[src/rtl/mppt_pkg.sv]
// Shared types and helpers for the MPPT PWM output stage.
// Holds duty width, default clamp limits, the dead-time FSM states
// and the duty clamp helper.
package mppt_pkg;

  localparam int DUTY_W = 16;

  localparam logic [DUTY_W-1:0] DUTY_MIN_DEF = 16'h0CCD;
  localparam logic [DUTY_W-1:0] DUTY_MAX_DEF = 16'hF333;

  typedef enum logic [2:0] {
    IDLE,
    LO,
    DT_LH,
    HI,
    DT_HL
  } dt_state_t;

  function automatic logic [DUTY_W-1:0] clamp_duty(
    input logic [DUTY_W-1:0] d,
    input logic [DUTY_W-1:0] lo,
    input logic [DUTY_W-1:0] hi
  );
    if (d < lo) begin
      return lo;
    end else if (d > hi) begin
      return hi;
    end else begin
      return d;
    end
  endfunction

endpackage

[src/rtl/pwm_deadtime_driver_if.sv]
// Duty command handshake between the MPPT core (master) and the
// PWM driver (slave). A transfer happens on a clock edge where
// duty_valid and duty_ready are both high.
interface pwm_deadtime_driver_if;
  import mppt_pkg::*;

  logic [DUTY_W-1:0] duty_in;
  logic              duty_valid;
  logic              duty_ready;

  modport master (
    output duty_in,
    output duty_valid,
    input  duty_ready
  );

  modport slave (
    input  duty_in,
    input  duty_valid,
    output duty_ready
  );

endinterface

[src/rtl/pwm_deadtime_fsm.sv]
// Dead-time FSM: turns the raw PWM comparison into a complementary
// gate-drive pair with DEADTIME cycles of both-off at each transition.
// A raw glitch inside the dead band returns to the previous side.
module pwm_deadtime_fsm
  import mppt_pkg::*;
#(
  parameter int DEADTIME = 8
) (
  input  logic clk,
  input  logic reset,
  input  logic enable,
  input  logic raw,
  output logic pwm_hi,
  output logic pwm_lo
);

  localparam int DT_W = (DEADTIME > 1) ? $clog2(DEADTIME) : 1;
  localparam logic [DT_W-1:0] DT_LAST = DT_W'(DEADTIME - 1);

  dt_state_t       state;
  logic [DT_W-1:0] dt_cnt;

  // State, dead-band counter and registered gate outputs in one place
  always_ff @(posedge clk or negedge reset) begin
    if (!reset) begin
      state  <= IDLE;
      dt_cnt <= '0;
      pwm_hi <= 1'b0;
      pwm_lo <= 1'b0;
    end else if (!enable) begin
      state  <= IDLE;
      dt_cnt <= '0;
      pwm_hi <= 1'b0;
      pwm_lo <= 1'b0;
    end else begin
      case (state)
        IDLE: begin
          state  <= LO;
          pwm_hi <= 1'b0;
          pwm_lo <= 1'b1;
        end
        LO: begin
          if (raw) begin
            state  <= DT_LH;
            dt_cnt <= '0;
            pwm_hi <= 1'b0;
            pwm_lo <= 1'b0;
          end
        end
        DT_LH: begin
          if (!raw) begin
            state  <= LO;
            pwm_lo <= 1'b1;
          end else if (dt_cnt == DT_LAST) begin
            state  <= HI;
            pwm_hi <= 1'b1;
          end else begin
            dt_cnt <= dt_cnt + DT_W'(1);
          end
        end
        HI: begin
          if (!raw) begin
            state  <= DT_HL;
            dt_cnt <= '0;
            pwm_hi <= 1'b0;
            pwm_lo <= 1'b0;
          end
        end
        DT_HL: begin
          if (raw) begin
            state  <= HI;
            pwm_hi <= 1'b1;
          end else if (dt_cnt == DT_LAST) begin
            state  <= LO;
            pwm_lo <= 1'b1;
          end else begin
            dt_cnt <= dt_cnt + DT_W'(1);
          end
        end
        default: begin
          state  <= IDLE;
          pwm_hi <= 1'b0;
          pwm_lo <= 1'b0;
        end
      endcase
    end
  end

endmodule

[src/rtl/pwm_deadtime_driver.sv]
// Complementary PWM driver with dead time for the MPPT converter.
// Duty commands are clamped into a shadow register and loaded at the
// period wrap; period_start / sample_trig align upstream sampling.
// Optional soft start: define PWM_SOFTSTART_EN to ramp duty_applied
// toward the target by at most RAMP_STEP per period.
module pwm_deadtime_driver
  import mppt_pkg::*;
#(
  parameter int                CNT_W         = 10,
  parameter int                PERIOD        = 1000,
  parameter int                DEADTIME      = 8,
  parameter logic [DUTY_W-1:0] DUTY_MIN      = DUTY_MIN_DEF,
  parameter logic [DUTY_W-1:0] DUTY_MAX      = DUTY_MAX_DEF,
`ifdef PWM_SOFTSTART_EN
  parameter logic [DUTY_W-1:0] RAMP_STEP     = 16'h0100,
`endif
  parameter int                SAMPLE_OFFSET = 500
) (
  input  logic                    clk,
  input  logic                    reset,
  input  logic                    enable,
  pwm_deadtime_driver_if.slave    duty_bus,
  output logic                    pwm_hi,
  output logic                    pwm_lo,
  output logic                    period_start,
  output logic                    sample_trig,
  output logic [DUTY_W-1:0]       duty_applied,
  output logic                    clamp_flag
);

  localparam logic [CNT_W-1:0] CNT_LAST   = CNT_W'(PERIOD - 1);
  localparam logic [CNT_W-1:0] SAMPLE_CNT = CNT_W'(SAMPLE_OFFSET);

  function automatic logic [CNT_W-1:0] duty_to_compare(input logic [DUTY_W-1:0] d);
    logic [31:0] prod;
    prod = {16'b0, d} * 32'(PERIOD);
    return prod[16 +: CNT_W];
  endfunction

  logic [CNT_W-1:0]  cnt;
  logic [CNT_W-1:0]  compare;
  logic [DUTY_W-1:0] shadow;
  logic              pending;
  logic              wrap;
  logic              transfer;
  logic              raw;
  logic              out_of_range;

  assign wrap                = enable && (cnt == CNT_LAST);
  assign transfer            = duty_bus.duty_valid && !pending;
  assign duty_bus.duty_ready = !pending;
  assign raw                 = (cnt < compare);
  assign out_of_range        = (duty_bus.duty_in < DUTY_MIN) || (duty_bus.duty_in > DUTY_MAX);

  // Period counter: runs 0..PERIOD-1 while enabled, parked at 0 otherwise
  always_ff @(posedge clk or negedge reset) begin
    if (!reset) begin
      cnt <= '0;
    end else if (!enable || cnt == CNT_LAST) begin
      cnt <= '0;
    end else begin
      cnt <= cnt + CNT_W'(1);
    end
  end

  // Registered period and sample strobes, suppressed while disabled
  always_ff @(posedge clk or negedge reset) begin
    if (!reset) begin
      period_start <= 1'b0;
      sample_trig  <= 1'b0;
    end else begin
      period_start <= enable && (cnt == '0);
      sample_trig  <= enable && (cnt == SAMPLE_CNT);
    end
  end

  // Shadow register handshake: one command held until the next wrap consumes it
  always_ff @(posedge clk or negedge reset) begin
    if (!reset) begin
      shadow     <= DUTY_MIN;
      pending    <= 1'b0;
      clamp_flag <= 1'b0;
    end else if (wrap && pending) begin
      pending <= 1'b0;
    end else if (transfer) begin
      shadow     <= clamp_duty(duty_bus.duty_in, DUTY_MIN, DUTY_MAX);
      pending    <= 1'b1;
      clamp_flag <= out_of_range;
    end
  end

`ifdef PWM_SOFTSTART_EN
  logic [DUTY_W-1:0] target;
  logic [DUTY_W-1:0] ramp_goal;
  logic [DUTY_W-1:0] ramp_next;
  logic              enable_d;

  assign ramp_goal = pending ? shadow : target;

  // Next ramp point: step toward the goal by at most RAMP_STEP
  always_comb begin
    ramp_next = duty_applied;
    if (duty_applied < ramp_goal) begin
      ramp_next = ((ramp_goal - duty_applied) > RAMP_STEP) ? (duty_applied + RAMP_STEP) : ramp_goal;
    end else if (duty_applied > ramp_goal) begin
      ramp_next = ((duty_applied - ramp_goal) > RAMP_STEP) ? (duty_applied - RAMP_STEP) : ramp_goal;
    end
  end

  // Applied duty ramps at each wrap and restarts from DUTY_MIN on enable rise
  always_ff @(posedge clk or negedge reset) begin
    if (!reset) begin
      duty_applied <= DUTY_MIN;
      compare      <= duty_to_compare(DUTY_MIN);
      target       <= DUTY_MIN;
      enable_d     <= 1'b0;
    end else begin
      enable_d <= enable;
      if (enable && !enable_d) begin
        duty_applied <= DUTY_MIN;
        compare      <= duty_to_compare(DUTY_MIN);
      end else if (wrap) begin
        if (pending) begin
          target <= shadow;
        end
        duty_applied <= ramp_next;
        compare      <= duty_to_compare(ramp_next);
      end
    end
  end
`else
  // Applied duty and compare threshold jump to the shadow value at the wrap
  always_ff @(posedge clk or negedge reset) begin
    if (!reset) begin
      duty_applied <= DUTY_MIN;
      compare      <= duty_to_compare(DUTY_MIN);
    end else if (wrap && pending) begin
      duty_applied <= shadow;
      compare      <= duty_to_compare(shadow);
    end
  end
`endif

  pwm_deadtime_fsm #(
    .DEADTIME (DEADTIME)
  ) u_fsm (
    .clk    (clk),
    .reset  (reset),
    .enable (enable),
    .raw    (raw),
    .pwm_hi (pwm_hi),
    .pwm_lo (pwm_lo)
  );

endmodule

[src/flat_wrapper.sv]
// flat-port wrapper written by rule: the top's interface ports become plain ports
module pwm_deadtime_driver_flat import mppt_pkg::*;
#(
  parameter int                CNT_W         = 10,
  parameter int                PERIOD        = 1000,
  parameter int                DEADTIME      = 8,
  parameter logic [DUTY_W-1:0] DUTY_MIN      = DUTY_MIN_DEF,
  parameter logic [DUTY_W-1:0] DUTY_MAX      = DUTY_MAX_DEF,

  parameter int                SAMPLE_OFFSET = 500
)
  (clk, reset, enable, pwm_hi, pwm_lo, period_start, sample_trig, duty_applied, clamp_flag, duty_bus_duty_in, duty_bus_duty_valid, duty_bus_duty_ready);
  pwm_deadtime_driver_if duty_bus_i ();
  input  logic clk;
  input  logic reset;
  input  logic enable;
  output logic pwm_hi;
  output logic pwm_lo;
  output logic period_start;
  output logic sample_trig;
  output logic [DUTY_W-1:0] duty_applied;
  output logic clamp_flag;
  input wire logic [$bits(duty_bus_i.duty_in)-1:0] duty_bus_duty_in;
  input wire logic [$bits(duty_bus_i.duty_valid)-1:0] duty_bus_duty_valid;
  output wire logic [$bits(duty_bus_i.duty_ready)-1:0] duty_bus_duty_ready;
  assign duty_bus_i.duty_in = duty_bus_duty_in;
  assign duty_bus_i.duty_valid = duty_bus_duty_valid;
  assign duty_bus_duty_ready = duty_bus_i.duty_ready;
  pwm_deadtime_driver #(.CNT_W(CNT_W), .PERIOD(PERIOD), .DEADTIME(DEADTIME), .DUTY_MIN(DUTY_MIN), .DUTY_MAX(DUTY_MAX), .SAMPLE_OFFSET(SAMPLE_OFFSET)) u_core (.clk(clk), .reset(reset), .enable(enable), .duty_bus(duty_bus_i), .pwm_hi(pwm_hi), .pwm_lo(pwm_lo), .period_start(period_start), .sample_trig(sample_trig), .duty_applied(duty_applied), .clamp_flag(clamp_flag));
endmodule
[config.mk]
export PLATFORM = sky130hd
export DESIGN_NAME = pwm_deadtime_driver_flat
export DESIGN_NICKNAME = d
export VERILOG_FILES = /design/src/rtl/mppt_pkg.sv /design/src/rtl/pwm_deadtime_driver_if.sv /design/src/rtl/pwm_deadtime_fsm.sv /design/src/rtl/pwm_deadtime_driver.sv /design/src/flat_wrapper.sv
export SDC_FILE = /design/constraint.sdc
export NUM_CORES = 1
export LEC_CHECK = 0
export CORE_ASPECT_RATIO = 0.5
export CORE_MARGIN = 2
export CORE_UTILIZATION = 65
export DETAILED_ROUTE_END_ITERATION = 12
export HOLD_SLACK_MARGIN = 0.1
export PLACE_DENSITY = 0.86
export SLEW_MARGIN = 0
export SYNTH_ARGS = -nofsm -noshare
export SYNTH_HDL_FRONTEND = slang
export SYNTH_HIERARCHICAL = 1
export SYNTH_SLANG_ARGS = --single-unit
export TNS_END_PERCENT = 10
[constraint.sdc]
create_clock -name clk -period 7.75 [get_ports clk]
set_input_delay 0.775 -clock clk [delete_from_list [all_inputs] [get_ports clk]]
set_output_delay 0.775 -clock clk [all_outputs]
set_load 0.05 [all_outputs]
==> results.cfg <==
[status]
outcome = complete, no violations

[synth]
synthTopCellsByCount = 94 x inv_1, 64 x ha_1, 53 x fa_1, 48 x nand2_1, 47 x dfrtp_1
ys.flop_type = dfrtp_1
synth_top_area_share_pct = 21.1
synthCells = 568
async_flop_share_pct = 100
syn_area_um2 = 5580
synth_area_leaders = dfrtp_1 21%, fa_1 19%, ha_1 14%
ys_ff_latch = 64
synth_edf_count = 0
ys_warn_count = 6
synth.most_common_cell = inv_1
synth.distinct_cells = 61
synth.largest_area_cell = dfrtp_1
ys_seq_area_share_pct = 29.1
syn-num-nets = 705
avgSynthCellArea_um2 = 9.83

[setup_path]
ff2ff_setup_slack_ns = 3.10
startpoint_type = register
critPathTopFamily = adder cells
crit_path_max_fanout = 7
crit_chain = inv_1, fa_1, fa_1, inv_1, fa_1, fa_1, ha_1, nand4_1, or4_1, a31oi_1, mux2_2, o221ai_2
path_depth = 12
crit_path_end_kind = register
rr_worst_depth = 12
path_buf_inv = 2
slowest_stage = dfstp_2
crit_path_frequent_cell = fa_1
r2r_end = u_core/compare[9]
arrival_ns = 4.90
critPathKind = register to register
crit_start = u_core/shadow[10]
slowest_delay_ns = 0.57
cp.required_ns = 8.00
r2r-start = u_core/shadow[10]

[sta]
fmax_mhz = 215
drv_slew = 0
rsz0062_at_grt = false
fin_skew_ns = 0.00659
hold_viol = 0
setup_viol = 0
fin_tns_setup_ns = 0
tightest_slew_ns = 1.13
finalHoldWorstSlack_ns = 0.472
min_period_ns = 4.65
fin_crit_sh_pct = 60.0
max_slew_margin_pct = 24.2

[clock_network]
clock_latency_ns = 0.34
cts_tree = yes
clk_pin_slew_ns = 0.06
cts_root_buffer = clkbuf_16
post_cts.repair.setup_buffers = 0
cts_resized = 0
cts_max_path_buffers = 2
cts_buffers = 9
cts_sinks = 64
cts_max_level = 3
ctsHoldBuffers = 0

[cells_and_area]
n_antenna_cell = 0
regArea_um2 = 1620
drive_gt1_share_pct = 7.53
final_nets = 743
fillCellCount = 530
synthToLayoutAreaGrowth_pct = 14.2
multi_input_area_um2 = 3520
fin_area_um2 = 6370

[grt]
first_global_vias = 4336
grt_pass1_wl_mm = 21.1
grt-ovfl-total = 0
antenna_found_initial = 0
grt_max_degree = 65
grt_use_total_pct = 29.0

[worst_hold_path]
hp-start = u_core/duty_applied[0]
whs_endpoint = u_core/duty_applied[0]
hold_class = register to register
min_path_cells = 2

[detailed_routing]
wl_mm = 12.3
drtIter0Drc = 258
vias = 4197
via_per_inst = 5.80
detail-route-antenna-nets = 0
route.detailed.drc = 0
drt-pass1-iter-count = 7
post_drt_wl_per_cell_um = 17.0

[die]
start_util_pct = 68.3
dieHeight_um = 69.5
core_um2 = 8170
io_pins = 42
die_area_um2 = 9390
fp.dieW_um = 135
num_rows = 23

[power_and_ir_drop]
leakage_nw = 3.02
peakVddDrop_mv = 0.369
powerDensity_nw_per_um2 = 412

[job]
maxCapViolCount = 0

[placed_design]
portBuffers = 41
placed_area_um2 = 6050
hpwlAfterDp_mm = 9.09
place_congestion = 1.02
==> final cells by class <==
type,instances,share of cell area [%]
Clock buffer,10,3.75
Clock inverter,6,1.30
Inverter,94,5.54
Multi-Input combinational cell,395,55.3
Sequential cell,64,25.5
Tap cell,112,2.20
Timing Repair Buffer,42,6.48
==> routing by layer <==
layer  wire [um]  global-route usage [%]
met4         264                    9.95
met2        5880                    47.8
met1        5600                    38.8
met3         571                    5.63
met5           0                       0
==> cell families after synthesis <==
family | synth area share [%]
fa+ha+maj | 33.4
mux | 1.21
flops | 29.1
compound gates | 13.9
simple gates | 12.6
buf+inv | 7.82
xor+xnor | 2.04
==> stage by stage <==
stage | setup slack (ns) | utilization (%) | instances | total power [mW]
2_1_floorplan | 3.45 | - | 568 | 1.72
3_3_place_gp | 3.20 | 74.0 | 707 | 2.03
3_5_place_dp | 3.19 | 74.0 | 707 | 2.12
4_1_cts | 3.15 | 78.0 | 723 | 2.59
5_1_grt | 2.90 | 78.0 | 723 | 2.88
6_report | 3.10 | 78.0 | 723 | 2.63
==> tightest hold or removal path, delay by kind of cell (launching register included) <==
family | cells | cell delay, ns
flops | 1 | 0.36
simple gates | 2 | 0.10
==> flip-flops by register name (all words and copies together) (netlist names), 3 cells and up <==
name and count:
u_core/compare 10, u_core/shadow 16, u_core/duty_applied 16, u_core/cnt 10, u_core/u_fsm/state 3, u_core/u_fsm/dt_cnt 3
==> worst max path at each step <==
stage	endpoint
after floorplan	u_core/compare[7]
after global placement	u_core/compare[9]
after detailed placement	u_core/compare[9]
after CTS	u_core/compare[9]
after global routing	u_core/compare[7]
final	u_core/compare[9]
==> report_power, final <==
| part | switching [mW] | internal [mW] | total [mW] |
|---|---|---|---|
| Sequential | 0.0246 | 0.353 | 0.377 |
| Clock | 0.151 | 0.288 | 0.439 |
| Combinational | 1.08 | 0.728 | 1.81 |
==> placed cells by master, fill, tap and decap left out, types with 11 or more instances in the layout <==
master | synthesis | routed
fa_1 | 53 | 53
o21ai_0 | 36 | 36
inv_1 | 94 | 94
nand2_1 | 48 | 48
o211ai_1 | 11 | 11
ha_1 | 64 | 64
nor2_1 | 34 | 34
dfstp_2 | 17 | 17
a21oi_1 | 17 | 17
dfrtp_1 | 47 | 47
clkdlybuf4s50_1 | 0 | 40
Note: power is estimated with default switching activity, not from simulation.
